$ cat src/rtl/mt_pkg.sv
// Shared definitions for the MT command sequencer: function codes, FSM state
// type, timeout default and function-code classification helpers.
package mt_pkg;

  localparam logic [23:0] OPI_TIMEOUT_DEF = 24'd5_000_000;

  localparam logic [4:0] FN_NOP    = 5'o00;
  localparam logic [4:0] FN_UNLOAD = 5'o01;
  localparam logic [4:0] FN_REWIND = 5'o03;
  localparam logic [4:0] FN_DRVCLR = 5'o04;
  localparam logic [4:0] FN_PRESET = 5'o10;
  localparam logic [4:0] FN_ERASE  = 5'o12;
  localparam logic [4:0] FN_WRTM   = 5'o13;
  localparam logic [4:0] FN_SPCFWD = 5'o14;
  localparam logic [4:0] FN_SPCREV = 5'o15;
  localparam logic [4:0] FN_WCHKF  = 5'o24;
  localparam logic [4:0] FN_WCHKR  = 5'o27;
  localparam logic [4:0] FN_WRF    = 5'o30;
  localparam logic [4:0] FN_RDF    = 5'o34;
  localparam logic [4:0] FN_RDR    = 5'o37;

  typedef enum logic [2:0] {
    ST_IDLE   = 3'd0,
    ST_DECODE = 3'd1,
    ST_MOTION = 3'd2,
    ST_XFER   = 3'd3,
    ST_DONE   = 3'd4
  } mtState_t;

  function automatic logic fnMotion(input logic [4:0] fn);
    case (fn)
      FN_UNLOAD, FN_REWIND, FN_ERASE, FN_WRTM, FN_SPCFWD, FN_SPCREV: fnMotion = 1'b1;
      default: fnMotion = 1'b0;
    endcase
  endfunction

  function automatic logic fnXfer(input logic [4:0] fn);
    case (fn)
      FN_WCHKF, FN_WCHKR, FN_WRF, FN_RDF, FN_RDR: fnXfer = 1'b1;
      default: fnXfer = 1'b0;
    endcase
  endfunction

  function automatic logic fnLegal(input logic [4:0] fn);
    case (fn)
      FN_NOP, FN_DRVCLR, FN_PRESET: fnLegal = 1'b1;
      default: fnLegal = fnMotion(fn) | fnXfer(fn);
    endcase
  endfunction

  // Functions that write the tape and therefore honour the write lock.
  function automatic logic fnWrite(input logic [4:0] fn);
    case (fn)
      FN_ERASE, FN_WRTM, FN_WRF: fnWrite = 1'b1;
      default: fnWrite = 1'b0;
    endcase
  endfunction

  // Functions that move the tape backwards and cannot start at BOT.
  function automatic logic fnReverse(input logic [4:0] fn);
    case (fn)
      FN_SPCREV, FN_WCHKR, FN_RDR: fnReverse = 1'b1;
      default: fnReverse = 1'b0;
    endcase
  endfunction

endpackage

$ cat src/rtl/mt_opi_timer.sv
// Operation-incomplete watchdog: counts cycles while a motion or transfer is
// running and flags the last allowed cycle.
module mt_opi_timer
  import mt_pkg::*;
#(
  parameter logic [23:0] OPI_TIMEOUT = OPI_TIMEOUT_DEF
) (
  input  logic clk,
  input  logic rst,
  input  logic clear,
  input  logic run,
  output logic expire
);

  logic [23:0] countR;

  // Cycle counter, restarted as the sequencer enters a running state.
  always_ff @(posedge clk) begin
    if (rst) begin
      countR <= 24'd0;
    end else if (clear) begin
      countR <= 24'd0;
    end else if (run) begin
      countR <= countR + 24'd1;
    end else begin
      countR <= countR;
    end
  end

  assign expire = run && (countR == (OPI_TIMEOUT - 24'd1));

endmodule

$ cat src/rtl/mt_cmd_seq.sv
// MT command sequencer: decodes CS1 GO functions, launches motions/transfers
// and raises error and attention flags. Define MT_OPI_TIMEOUT_EN for the OPI watchdog.
module mt_cmd_seq
  import mt_pkg::*;
#(
  parameter logic [23:0] OPI_TIMEOUT = OPI_TIMEOUT_DEF
) (
  input  logic       clk,
  input  logic       rst,
  input  logic       mtINIT,
  input  logic       mtGO,
  input  logic [4:0] mtFUN,
  input  logic       mtWRL,
  input  logic       mtBOT,
  input  logic       mtERR,
  input  logic       mtMOTDONE,
  input  logic       mtXFRDONE,
  input  logic       mtCLRATA,
  output logic       mtMOTSTB,
  output logic       mtXFRSTB,
  output logic       mtDRVCLR,
  output logic       mtSETILF,
  output logic       mtSETNEF,
  output logic       mtSETRMR,
  output logic       mtSETOPI,
  output logic       mtDRY,
  output logic       mtATA
);

  mtState_t   state;
  logic [4:0] funR;
  logic       motFnR;
  logic       opiExpire;
  logic       ilfHit, nefHit, opiHit, errHit;
  logic       ataSet, ataClr;

`ifdef MT_OPI_TIMEOUT_EN
  mt_opi_timer #(.OPI_TIMEOUT(OPI_TIMEOUT)) uTimer (
    .clk    (clk),
    .rst    (rst || mtINIT),
    .clear  (state == ST_DECODE),
    .run    ((state == ST_MOTION) || (state == ST_XFER)),
    .expire (opiExpire)
  );
`else
  // Without the watchdog the limit has no effect and a running function waits forever.
  assign opiExpire = 1'b0 & (OPI_TIMEOUT == 24'd0);
`endif

  // Error and attention conditions for the current cycle.
  always_comb begin
    ilfHit = 1'b0;
    nefHit = 1'b0;
    opiHit = 1'b0;
    if (state == ST_DECODE) begin
      ilfHit = !fnLegal(funR);
      nefHit = fnLegal(funR) && ((mtWRL && fnWrite(funR)) || (mtBOT && fnReverse(funR)));
    end else begin
      opiHit = opiExpire && (((state == ST_MOTION) && !mtMOTDONE) ||
                             ((state == ST_XFER) && !mtXFRDONE));
    end
    errHit = ilfHit || nefHit || opiHit;
    ataSet = errHit || ((state == ST_DONE) && (motFnR || mtERR));
    ataClr = mtCLRATA || ((state == ST_DECODE) && (funR == FN_DRVCLR));
  end

  // Sequencer FSM with registered strobes, error pulses, ready and attention.
  always_ff @(posedge clk) begin
    if (rst || mtINIT) begin
      state    <= ST_IDLE;
      funR     <= FN_NOP;
      motFnR   <= 1'b0;
      mtMOTSTB <= 1'b0;
      mtXFRSTB <= 1'b0;
      mtDRVCLR <= 1'b0;
      mtSETILF <= 1'b0;
      mtSETNEF <= 1'b0;
      mtSETRMR <= 1'b0;
      mtSETOPI <= 1'b0;
      mtDRY    <= 1'b1;
      mtATA    <= 1'b0;
    end else begin
      mtMOTSTB <= 1'b0;
      mtXFRSTB <= 1'b0;
      mtDRVCLR <= 1'b0;
      mtSETILF <= ilfHit;
      mtSETNEF <= nefHit;
      mtSETOPI <= opiHit;
      // A decode or timeout error takes the single error-pulse slot over RMR.
      mtSETRMR <= mtGO && (state != ST_IDLE) && !errHit;
      mtATA    <= ataSet ? 1'b1 : (ataClr ? 1'b0 : mtATA);
      case (state)
        ST_IDLE: begin
          if (mtGO) begin
            funR   <= mtFUN;
            motFnR <= fnMotion(mtFUN);
            state  <= ST_DECODE;
            mtDRY  <= 1'b0;
          end else begin
            mtDRY <= 1'b1;
          end
        end
        ST_DECODE: begin
          if (errHit) begin
            state <= ST_IDLE;
            mtDRY <= 1'b1;
          end else if (fnMotion(funR)) begin
            mtMOTSTB <= 1'b1;
            state    <= ST_MOTION;
          end else if (fnXfer(funR)) begin
            mtXFRSTB <= 1'b1;
            state    <= ST_XFER;
          end else begin
            mtDRVCLR <= (funR == FN_DRVCLR);
            state    <= ST_IDLE;
            mtDRY    <= 1'b1;
          end
        end
        ST_MOTION: begin
          if (mtMOTDONE) begin
            state <= ST_DONE;
          end else if (opiHit) begin
            state <= ST_IDLE;
            mtDRY <= 1'b1;
          end else begin
            state <= ST_MOTION;
          end
        end
        ST_XFER: begin
          if (mtXFRDONE) begin
            state <= ST_DONE;
          end else if (opiHit) begin
            state <= ST_IDLE;
            mtDRY <= 1'b1;
          end else begin
            state <= ST_XFER;
          end
        end
        ST_DONE: begin
          state <= ST_IDLE;
          mtDRY <= 1'b1;
        end
        default: begin
          state <= ST_IDLE;
          mtDRY <= 1'b1;
        end
      endcase
    end
  end

endmodule

$ cat config.mk
export PLATFORM = sky130hd
export DESIGN_NAME = mt_cmd_seq
export DESIGN_NICKNAME = d
export VERILOG_FILES = /design/src/rtl/mt_pkg.sv /design/src/rtl/mt_opi_timer.sv /design/src/rtl/mt_cmd_seq.sv
export SDC_FILE = /design/constraint.sdc
export NUM_CORES = 1
export LEC_CHECK = 0
export ABC_CLOCK_PERIOD_IN_PS = 2100
export BUFFER_PORTS_ARGS = -buffer_cell sky130_fd_sc_hd__buf_2
export CORE_MARGIN = 2
export CORE_UTILIZATION = 38
export CTS_BUF_LIST = sky130_fd_sc_hd__clkbuf_16
export CTS_CLUSTER_DIAMETER = 100
export CTS_CLUSTER_SIZE = 24
export DETAILED_ROUTE_END_ITERATION = 8
export SLEW_MARGIN = 20
export SYNTH_ARGS = -nofsm -noshare
export SYNTH_HDL_FRONTEND = slang
export SYNTH_SLANG_ARGS = --single-unit
$ cat constraint.sdc
create_clock -name clk -period 2.1 [get_ports clk]
set_input_delay 0.315 -clock clk [delete_from_list [all_inputs] [get_ports clk]]
set_output_delay 0.315 -clock clk [all_outputs]
set_load 0.02 [all_outputs]
==> results of run 1 <==
==> registers in the layout, indices dropped and copies added, names as in the netlist <==
name	cells
mtATA	1
funR	5
mtXFRSTB	1
mtSETNEF	1
state	3
mtSETILF	1
mtMOTSTB	1
mtDRY	1
motFnR	1
mtSETRMR	1
mtDRVCLR	1
==> metal layers <==
| metal | vias up | global-route usage [%] |
|---|---|---|
| met1 | 347 | 19.9 |
| met5 | - | 0 |
| li1 | 390 | - |
| met3 | 2 | 3.39 |
| met4 | 0 | 7.69 |
| met2 | 29 | 24.3 |
==> Yosys cell counts (all sizes together), types with 2 or more instances <==
library cell	instances	area (um^2)
a21oi	2	10.0
buf	7	58.8
dfxtp	17	340
inv	2	7.51
mux2i	9	90.1
nand2	6	22.5
nand2b	2	12.5
nand3	5	25.0
nand3b	3	22.5
nand4	2	12.5
nor2	16	76.3
o21ai	6	33.8
o22ai	2	12.5
==> power groups by stage <==
stage               Clock, mW  Sequential [mW]  Combinational [mW]
floorplan                   0            0.340              0.0648
global placement            0            0.347              0.0742
detailed placement          0            0.348              0.0746
CTS                     0.386            0.341              0.0757
global route            0.405            0.343              0.0838
finish                  0.377            0.341              0.0754
==> critical path: stages, from the launching register on <==
cell,delay [ps]
sky130_fd_sc_hd__dfxtp_1,630
sky130_fd_sc_hd__nor4bb_1,350
sky130_fd_sc_hd__a41oi_2,90
sky130_fd_sc_hd__o21ai_2,110
sky130_fd_sc_hd__a32oi_1,110
sky130_fd_sc_hd__o32a_2,190
==> worst max-delay path by stage <==
stage	slack, ps	startpoint	endpoint	cells past startpoint
floorplan	780	state[0]	funR[0]	5
global placement	580	funR[4]	mtDRY	5
detailed placement	550	funR[4]	mtDRY	5
CTS	490	funR[4]	mtDRY	5
global route	350	funR[1]	mtMOTSTB	5
finish	490	funR[4]	mtDRY	5
==> cell families after synthesis <==
group	Yosys count	synth area share (%)
other cells	1	0.406
compound gates	19	16.1
simple gates	43	27.5
mux	9	9.76
xor+xnor	1	1.76
buf+inv	10	7.59
flops	17	36.9
==> area by class of cell <==
cell class / count / area (um^2) / share of cell area [%]
Clock inverter: 1 / 5.00 / 0.461
Multi-Input combinational cell: 73 / 513 / 47.2
Sequential cell: 17 / 340 / 31.3
Clock buffer: 3 / 75.1 / 6.91
Tap cell: 28 / 35.0 / 3.23
Timing Repair Buffer: 22 / 110 / 10.1
Inverter: 2 / 7.51 / 0.691
==> stage by stage <==
step	worst slack [ps]	hold WS, ps
final	494	316
after global routing	346	350
after CTS	494	315
after detailed placement	548	465
after global placement	583	464
after floorplan	775	451
==> metrics, run 1 <==
status complete, no violations; drt first pass iters 4; number of global-route vias before repair 650; P_int 621 uW; cell area after synthesis 923 um^2; clock share of power 47.5%; pin count of the biggest net entering global routing 14; # diodes 0; worst-case headroom to the max-slew limit 66.1%; count of warnings emitted by yosys 0; Max clock buf depth 2; HPWL after detailed placement 1340 um; cell area power density 731 nW/um^2; clock insertion delay at the later pin of the skew report 250 ps; relative contribution of combinational cells to total power 9.5%; number of buffers inserted by post-CTS setup repair 0; part of the cycle the worst path needs 76.5%; total global-route track usage 15.6%; setup repair after global routing missed its margin no; Max FO, Critical Path 11; clock period minus worst slack 1610 ps; hold endpoint funR[0]; synth-to-layout area growth 17.6%; uppermost layer routed met4; data required time at the worst endpoint 2230 ps; instance area at placement 1010 um^2; distinct cell type count of the synthesized netlist 38; Worst Hold Depth 3; Nets 134; mean area per synthesized cell 9.23 um^2; worst-case reg-to-reg path depth 5; hold-fix buffers at CTS 0; Total Die Area 2840 um^2; number of I/O port buffers 22; final wirelength 1850 um; Reg clk slew, reported paths 50 ps; fill cell instance count of the final layout 238; startpoint types flip-flop; TNS Setup 0 ps; cts bufs inserted 3; share of total power consumed by net switching 21.9%; Leak Pwr 0.435 nW; Reg-to-Reg Start funR[4]; commonest non-fill, non-tap cell in the layout sky130_fd_sc_hd__buf_2; leading cell types in the layout, fill and taps excluded 22 x sky130_fd_sc_hd__buf_2, 17 x sky130_fd_sc_hd__dfxtp_1, 15 x sky130_fd_sc_hd__nor2_1, 9 x sky130_fd_sc_hd__mux2i_1, 6 x sky130_fd_sc_hd__nand2_1; number of synthesized flops with an enable pin 0; endpoint kind of the worst setup timing path flip-flop; number of placement rows 17; CTS sink count 17; share of final-layout standard cells stronger than drive strength 1 31.4%; I/O pin count 24; H-tree levels 1; actual transition at the worst max-transition pin 508 ps; Final Wtd Congestion 0.708; part of the Yosys area used for sequential elements 36.9%; DR vias 768; register-to-register setup slack 490 ps; Cell Count, Final, Fillers Out 146; Detail Route met2 WL 867 um; power after layout 794 uW; Final Max Slew Viols 0; clock tree from TritonCTS done; post-route standard cell area excluding fillers 1090 um^2; Starting Density 41.0%; largest voltage drop on the vdd net 0.000403 V; number of violations of the max-capacitance limit 0; global route total overflow 0; number of instances resized during post-cts repair 0; post-detailed-route DRC marker count 0; cell at the root of the clock tree sky130_fd_sc_hd__clkbuf_16; switching component of the power 174 uW; final hold violations 0; number of synthesized register bits 17; post-detailed-route via-to-cell ratio 5.26; sequential share of power 43.0%; Min-Delay Path Class input pin to flip-flop; launch instance of the worst min-delay path mtFUN[0]; fmax 623 MHz; kind of critical path flip-flop to flip-flop; wire length of the first global-routing pass 3100 um; met3 wire length 115 um; count of final setup violators 0; clk_skew 1.97 ps; count of nets left with antenna violations after detail routing 0; Mapped Nets 115; Core ar. 2250 um^2; cell count after synthesis 100; WL/cell 12.6 um; antenna violations before repair 0; signal arrival time at the worst endpoint 1740 ps; routed metal-1 wirelength 848 um; Iteration-0 DRC Markers 25; async set or reset register ratio after synthesis 0%; # placed instances 142; most common flop cell mapped by yosys sky130_fd_sc_hd__dfxtp_1; die span in x 53.3 um; Layout Utilization 48.2%; vertical die dimension 53.3 um; Reg2Reg Capture Point mtDRY
(Power assumes the default switching activity.)
==> run 2: changes to the inputs <==
ABC_CLOCK_PERIOD_IN_PS = 1700   (was 2100)
clock period = 1.7 ns   (was 2.1 ns; I/O delays follow)
==> metrics, run 2 (same netlist as run 1, synthesis figures left out) <==
clk_skew 2.65 ps (+0.678 ps); HPWL after detailed placement 1390 um (+3.4%); number of global-route vias before repair 665 (+2.3%); count of nets left with antenna violations after detail routing 0 (unchanged); minimum hold slack 250 ps (-65.4 ps); endpoint kind of the worst setup timing path flip-flop; Reg clk slew, reported paths 50 ps (about the same); # diodes 0 (unchanged); uppermost layer routed met4; kind of critical path flip-flop to flip-flop; number of flip-flops under the largest register name 5 (unchanged); Final Wtd Congestion 0.711 (+0.54%); met3 wire length 105 um (-8.7%); post-detailed-route via-to-cell ratio 5.14 (-2.3%); part of the cycle the worst path needs 91.6% (+15 points); fmax 642 MHz (+3.1%); share of final-layout standard cells stronger than drive strength 1 31.7% (+0.31 points); post-detailed-route DRC marker count 0 (unchanged); vertical die dimension 53.3 um (unchanged); count of final setup violators 0 (unchanged); TNS Setup 0 ps (unchanged); cts bufs inserted 3 (unchanged); Detail Route met2 WL 844 um (-2.7%); Layout Utilization 48.8% (+0.61 points); Min-Delay Path Class input pin to flip-flop; # placed instances 144 (+1.4%); Cell Count, Final, Fillers Out 148 (+1.4%); Setup Slack @ Placement 157 ps (-391 ps); synth-to-layout area growth 19.1%; number of violations of the max-capacitance limit 0 (unchanged); wire length of the first global-routing pass 3030 um (-2.2%); drt first pass iters 2 (-2); Leak Pwr 0.447 nW (+2.8%); DR vias 761 (-0.91%); number of I/O port buffers 22 (unchanged); Max FO, Critical Path 10 (-1); top flop regs funR (5), state (3); clock period minus worst slack 1560 ps (-48.9 ps); Nets 136 (+1.5%); Core ar. 2250 um^2 (unchanged); status complete, no violations; total global-route track usage 14.9% (-0.64 points); cell area power density 890 nW/um^2 (+22%); global route total overflow 0 (unchanged); routed metal-1 wirelength 860 um (+1.4%); number of instances resized during post-cts repair 0 (unchanged); clock tree from TritonCTS done; I/O pin count 24 (unchanged); CTS sink count 17 (unchanged); hold-fix buffers at CTS 0 (unchanged); final hold violations 0 (unchanged); Starting Density 41.0% (unchanged); antenna violations before repair 0 (unchanged); Final WS setup 142 ps (-351 ps); register-to-register setup slack 140 ps (-350 ps); Iteration-0 DRC Markers 3 (-88%); post-route standard cell area excluding fillers 1100 um^2 (+1.3%); H-tree levels 1 (unchanged); pin count of the biggest net entering global routing 14 (unchanged); instance area at placement 1020 um^2 (+1.5%); signal arrival time at the worst endpoint 1690 ps (-50 ps); number of buffers inserted by post-CTS setup repair 0 (unchanged); leading cell types in the layout, fill and taps excluded 22 x sky130_fd_sc_hd__buf_2, 17 x sky130_fd_sc_hd__dfxtp_1, 15 x sky130_fd_sc_hd__nor2_1, 9 x sky130_fd_sc_hd__mux2i_1, 6 x sky130_fd_sc_hd__nand2_1; cell at the root of the clock tree sky130_fd_sc_hd__clkbuf_16; Final Max Slew Viols 0 (unchanged); largest voltage drop on the vdd net 0.000602 V (+49%); number of placement rows 17 (unchanged); data required time at the worst endpoint 1830 ps (-400 ps); die span in x 53.3 um (unchanged); Total Die Area 2840 um^2 (unchanged); power after layout 979 uW (+23%); final wirelength 1830 um (-0.81%); setup repair after global routing missed its margin no; startpoint types flip-flop; Max clock buf depth 2 (unchanged); clock insertion delay at the later pin of the skew report 250 ps (about the same); WL/cell 12.4 um (-2.2%); commonest non-fill, non-tap cell in the layout sky130_fd_sc_hd__buf_2; register with the most flip-flops funR
run 2: cell types whose count changed in the layout (fill, tap and decap cells not counted):
cell / previous run / this run
sky130_fd_sc_hd__clkinv_2: 1 / 0
sky130_fd_sc_hd__inv_1: 2 / 3
sky130_fd_sc_hd__buf_4: 0 / 2
run 2: worst paths after layout:
| path | cells after the start | from | end |
|---|---|---|---|
| setup / recovery | 5 | funR[3] | mtMOTSTB |
| hold / removal | 3 | mtFUN[4] | funR[4] |
| setup reg to reg | 5 | funR[3] | mtMOTSTB |
| hold reg to reg | 2 | motFnR | motFnR |
run 2: power breakdown:
| part | switching, mW | internal [mW] | total, mW | leakage, nW |
|---|---|---|---|---|
| Sequential | 0.0129 | 0.406 | 0.419 | 0.138 |
| Combinational | 0.0490 | 0.0480 | 0.0970 | 0.267 |
| Clock | 0.151 | 0.312 | 0.463 | 0.0423 |
| Total | 0.213 | 0.766 | 0.979 | 0.447 |
run 2: layout make-up:
type                            instances  area [um^2]
Sequential cell                        17          340
Multi-Input combinational cell         73          513
Tap cell                               28         35.0
Timing Repair Buffer                   24          125
Clock inverter                          1         3.75
Inverter                                2         7.51
Fill cell                             229         1150
Clock buffer                            3         75.1
run 2: routing by layer:
layer	vias up	GRT usage, %
met1	347	17.9
met3	4	5.93
met5	-	0
met2	17	23.9
met4	0	5.13
li1	393	-
run 2: critical path, stage by stage (launching register included):
cell and delay, ps:
sky130_fd_sc_hd__dfxtp_1 510, sky130_fd_sc_hd__nor3b_1 250, sky130_fd_sc_hd__a21oi_1 70, sky130_fd_sc_hd__o22a_2 300, sky130_fd_sc_hd__and2_1 180, sky130_fd_sc_hd__nor4b_4 120
